[src/rtl/mem_stream_reader.sv]
// Walks a range of program-RAM addresses and streams the words out on valid/ready,
// using a 2-entry FIFO plus an in-flight credit so backpressure never drops a read.
module mem_stream_reader #(
  parameter int ADDR_W = 5,
  parameter int DATA_W = 16,
  parameter int DEPTH  = 32
) (
  input  logic              clk,
  input  logic              rst_async,
  input  logic              start,
  input  logic [ADDR_W-1:0] start_addr,
  input  logic [ADDR_W:0]   length,
  output logic              busy,
  output logic              done,
  output logic              ram_cs,
  output logic [ADDR_W-1:0] ram_addr,
  input  logic [DATA_W-1:0] ram_rdata,
  output logic              out_valid,
  output logic [DATA_W-1:0] out_data,
  input  logic              out_ready
);

  typedef enum logic [1:0] {
    IDLE,
    RUN,
    DRAIN
  } state_t;

  state_t            state;
  logic [ADDR_W-1:0] addr;
  logic [ADDR_W:0]   remaining;
  logic              inflight;
  logic [DATA_W-1:0] fifo_mem [2];
  logic              rd_ptr;
  logic              wr_ptr;
  logic [1:0]        count;
  logic [1:0]        occ;
  logic              pop;
  logic              issue;
  logic [ADDR_W-1:0] addr_next;

  // A read may only issue if its word is guaranteed a FIFO slot when it lands.
  assign occ       = count + {1'b0, inflight};
  assign out_valid = (count != 2'd0);
  assign out_data  = fifo_mem[rd_ptr];
  assign pop       = out_valid & out_ready;
  assign issue     = (state == RUN) && (remaining != '0) &&
                     ((occ < 2'd2) || ((occ == 2'd2) && pop));
  assign ram_cs    = issue;
  assign ram_addr  = addr;
  assign busy      = (state != IDLE);
  assign addr_next = (addr == ADDR_W'(DEPTH - 1)) ? '0 : addr + 1'b1;

  always_ff @(posedge clk or posedge rst_async) begin
    if (rst_async) begin
      state     <= IDLE;
      addr      <= '0;
      remaining <= '0;
      done      <= 1'b0;
    end else begin
      done <= 1'b0;
      case (state)
        IDLE: begin
          if (start) begin
            if (length != '0) begin
              addr      <= start_addr;
              remaining <= length;
              state     <= RUN;
            end else begin
              done <= 1'b1;
            end
          end
        end
        RUN: begin
          if (issue) begin
            addr      <= addr_next;
            remaining <= remaining - 1'b1;
            if (remaining == {{ADDR_W{1'b0}}, 1'b1}) state <= DRAIN;
          end
        end
        DRAIN: begin
          if ((count == 2'd0) && !inflight && (remaining == '0)) begin
            state <= IDLE;
            done  <= 1'b1;
          end
        end
        default: state <= IDLE;
      endcase
    end
  end

  // The RAM answers one cycle after ram_cs, so the in-flight flag marks the capture edge.
  always_ff @(posedge clk or posedge rst_async) begin
    if (rst_async) begin
      inflight <= 1'b0;
      rd_ptr   <= 1'b0;
      wr_ptr   <= 1'b0;
      count    <= 2'd0;
      for (int i = 0; i < 2; i++) fifo_mem[i] <= '0;
    end else begin
      inflight <= issue;
      if (inflight) begin
        fifo_mem[wr_ptr] <= ram_rdata;
        wr_ptr           <= ~wr_ptr;
      end
      if (pop) rd_ptr <= ~rd_ptr;
      count <= count + {1'b0, inflight} - {1'b0, pop};
    end
  end

endmodule

[config.mk]
export PLATFORM = sky130hd
export DESIGN_NAME = mem_stream_reader
export DESIGN_NICKNAME = d
export VERILOG_FILES = /design/src/rtl/mem_stream_reader.sv
export SDC_FILE = /design/constraint.sdc
export NUM_CORES = 1
export LEC_CHECK = 0
export CORE_MARGIN = 1.5
export CORE_UTILIZATION = 52
export CTS_BUF_LIST = sky130_fd_sc_hd__clkbuf_4
export CTS_CLUSTER_DIAMETER = 150
export DETAILED_ROUTE_END_ITERATION = 7
export PLACE_DENSITY = 0.79
export SLEW_MARGIN = 20
export SYNTH_ARGS = -nofsm -noshare
export SYNTH_HDL_FRONTEND = slang
export SYNTH_SLANG_ARGS = --single-unit
export TNS_END_PERCENT = 30
[constraint.sdc]
create_clock -name clk -period 2.35 [get_ports clk]
set_input_delay 0.47 -clock clk [delete_from_list [all_inputs] [get_ports clk]]
set_output_delay 0.47 -clock clk [all_outputs]
set_load 0.01 [all_outputs]
==> out/qor.csv <==
metric;value;unit
ys_seq_area_share;49.73;%
area_delta_synth_final;32.47;%
cts_sinks;51;
drive_above_1_share;32.28;%
ant_nets;0;
dieWidth;73.25;um
finish.net_count;321;
hold_path_class;in2async;
synth_edf_count;0;
row_count;25;
placedInstanceArea;3293;um^2
slowest_delay;420;ps
num_io_pins;56;
vdd_drop_max;0.8379;mV
final_common_cell;clkdlybuf4s50_1;
cpMaxStageDelayCell;dfrtp_1;
vias_per_cell;5.463;
async_reset_ff_share;100.0;%
numCtsBuffers;5;
syn-cell-area;2566;um^2
ys_seq_elements;51;
fin_area;3400;um^2
place_inst;340;
hold_viol;0;
grt_overflow_total;0;
synth_nets;246;
rsz0062_at_grt;true;
fin_crit_sh;103.3;%
crit_path_cell_trace;ha_1 -> nand2b_4 -> a222oi_1 -> buf_4 -> and2_4 -> buf_6;
drt_first_pass_iters;4;
dpl.hpwl;3.744;mm
layout.cells.non_filler;352;
grt_first_pass_wirelength;8.335;mm
critPathKind;reg2out;
synthFlopType;dfrtp_1;
cts_root_buf;clkbuf_4;
fmax;0.4119;GHz
cp-start-kind;flop;
yosys_warnings;0;
leakage;0.001460;uW
grt_pass1_vias;1824;
place.gp.congestion;0.8844;
antenna_found_initial;0;
wl_per_cell;14.44;um
final_cell_mix;clkdlybuf4s50_1, mux2_2, dfrtp_1;
tritoncts;done;
period_minus_slack;2428;ps
start_util;54.33;%
arrival;1960;ps
track_usage;20.27;%
powerDensity;1437;nW/um^2
h-tree-depth;2;
synth_cells;209;
core_area;4723;um^2
port_buffers;55;
violations;setup timing;
cap_violations;0;
total_power;4886;uW
fin_worst_skew;9.594;ps
crit_buf_inv;2;
synth_cell_types;46;
final.setup.worst_slack;-77.74;ps
grt_max_degree;28;
clock_path_buffers;2;
die_y;73.25;um
slew_violations;0;
setup-violations-final;1;
worst_slew_pin_slew;561.6;ps
crit_fanout;2;
drc;0;
crit_path_end_kind;primary output;
clk_latency;370;ps
wl;5.082;mm
drt-initial-drc-count;77;
cp_top_family;flip-flops;
critPathRequiredTime;1880;ps
n_antenna_cell;0;
slew-limit-headroom;62.50;%
vias;1923;
die-area;5366;um^2
status;finished with violations;
syn_area_per_cell;12.28;um^2
path_clk_slew;160;ps
==> stage by stage <==
step / util (%) / hold slack (ps) / setup TNS, ps / setup WS [ps]
6_report: 71.97 / 445.4 / -77.74 / -77.74
2_1_floorplan: - / 463.3 / 0 / 357.4
3_3_place_gp: 69.72 / 478.0 / -346.1 / -346.1
4_1_cts: 71.66 / 437.6 / -56.92 / -56.92
5_1_grt: 71.97 / 484.7 / -150.5 / -150.5
3_5_place_dp: 69.72 / 486.5 / -343.0 / -343.0
==> synth_stat cells, drive strengths merged (2+ instances only) <==
cell	instances	share of area, %
nand3	3	0.58
mux2	51	22
a21oi	8	2.0
buf	6	1.4
a311o	2	0.78
inv	10	1.5
nand4	2	0.49
dfrtp	51	50
nor4	3	1.6
nor2	6	0.88
and3	5	1.2
nor2b	4	0.97
ha	6	2.9
clkbuf	4	0.58
nor3	3	0.58
nand2	12	1.8
xor2	4	1.4
a211oi	4	1.4
o2bb2ai	2	0.68
nand2b	3	0.73
==> final cells by class <==
type / count / area (um^2)
fillers: 352 / 1324
flip-flops and latches: 51 / 1277
multi-input cells: 138 / 1210
repair buffers: 78 / 724.4
well taps: 67 / 83.83
clock buffers: 5 / 37.54
inverters: 10 / 37.54
clock inverters: 3 / 28.78
==> sequential cells by signal (all words and copies together) (netlist names) <==
signal / flops
fifo_mem: 32
remaining: 6
ram_addr: 5
count: 2
state: 2
done: 1
inflight: 1
rd_ptr: 1
wr_ptr: 1
==> kinds of logic after synthesis <==
family	synth area share, %
AND/OR/NAND/NOR	10.38
adder cells (fa/ha/maj)	2.925
AO/OA/AOI/OAI	9.411
flip-flops	49.73
multiplexers	22.77
XOR/XNOR	1.365
buffers and inverters	3.413
==> power breakdown <==
group / total, uW / switching (uW) / internal (uW) / leakage (uW)
registers: 1580 / 269 / 1320 / 0.000596
clock network: 433 / 304 / 129 / 0.0000373
logic: 2870 / 1140 / 1730 / 0.000827
total: 4890 / 1720 / 3170 / 0.00146
==> final timing paths <==
path | slack (ps) | end | startpoint | cells past startpoint
setup reg to reg | 260 | ram_addr[4] | remaining[5] | 6
hold / removal | 450 | rd_ptr | rst_async | 2
min in group clk | 510 | wr_ptr | wr_ptr | 1
hold reg to reg | 510 | wr_ptr | wr_ptr | 1
setup / recovery | -80 | ram_cs | count[0] | 6
max in group asynchronous | 1310 | fifo_mem[17] | rst_async | 3
==> per-layer routing <==
layer | global-route usage, % | up-vias | routed length (um)
met5 | 0 | - | 0
met3 | 4.664 | 6 | 241
met1 | 26.39 | 939 | 2316
li1 | - | 920 | -
met4 | 5.451 | 0 | 42
met2 | 34.04 | 58 | 2481
==> repair_timing <==
| item | in CTS | in global routing |
|---|---|---|
| gates resized for setup | 7 | 0 |
| setup buffers | 2 | 2 |
| hold buffers | 0 | 0 |
| pin swaps | 2 | 0 |
| endpoints found under the setup margin | 13 | 13 |
Power figures use the tool's default switching activity.
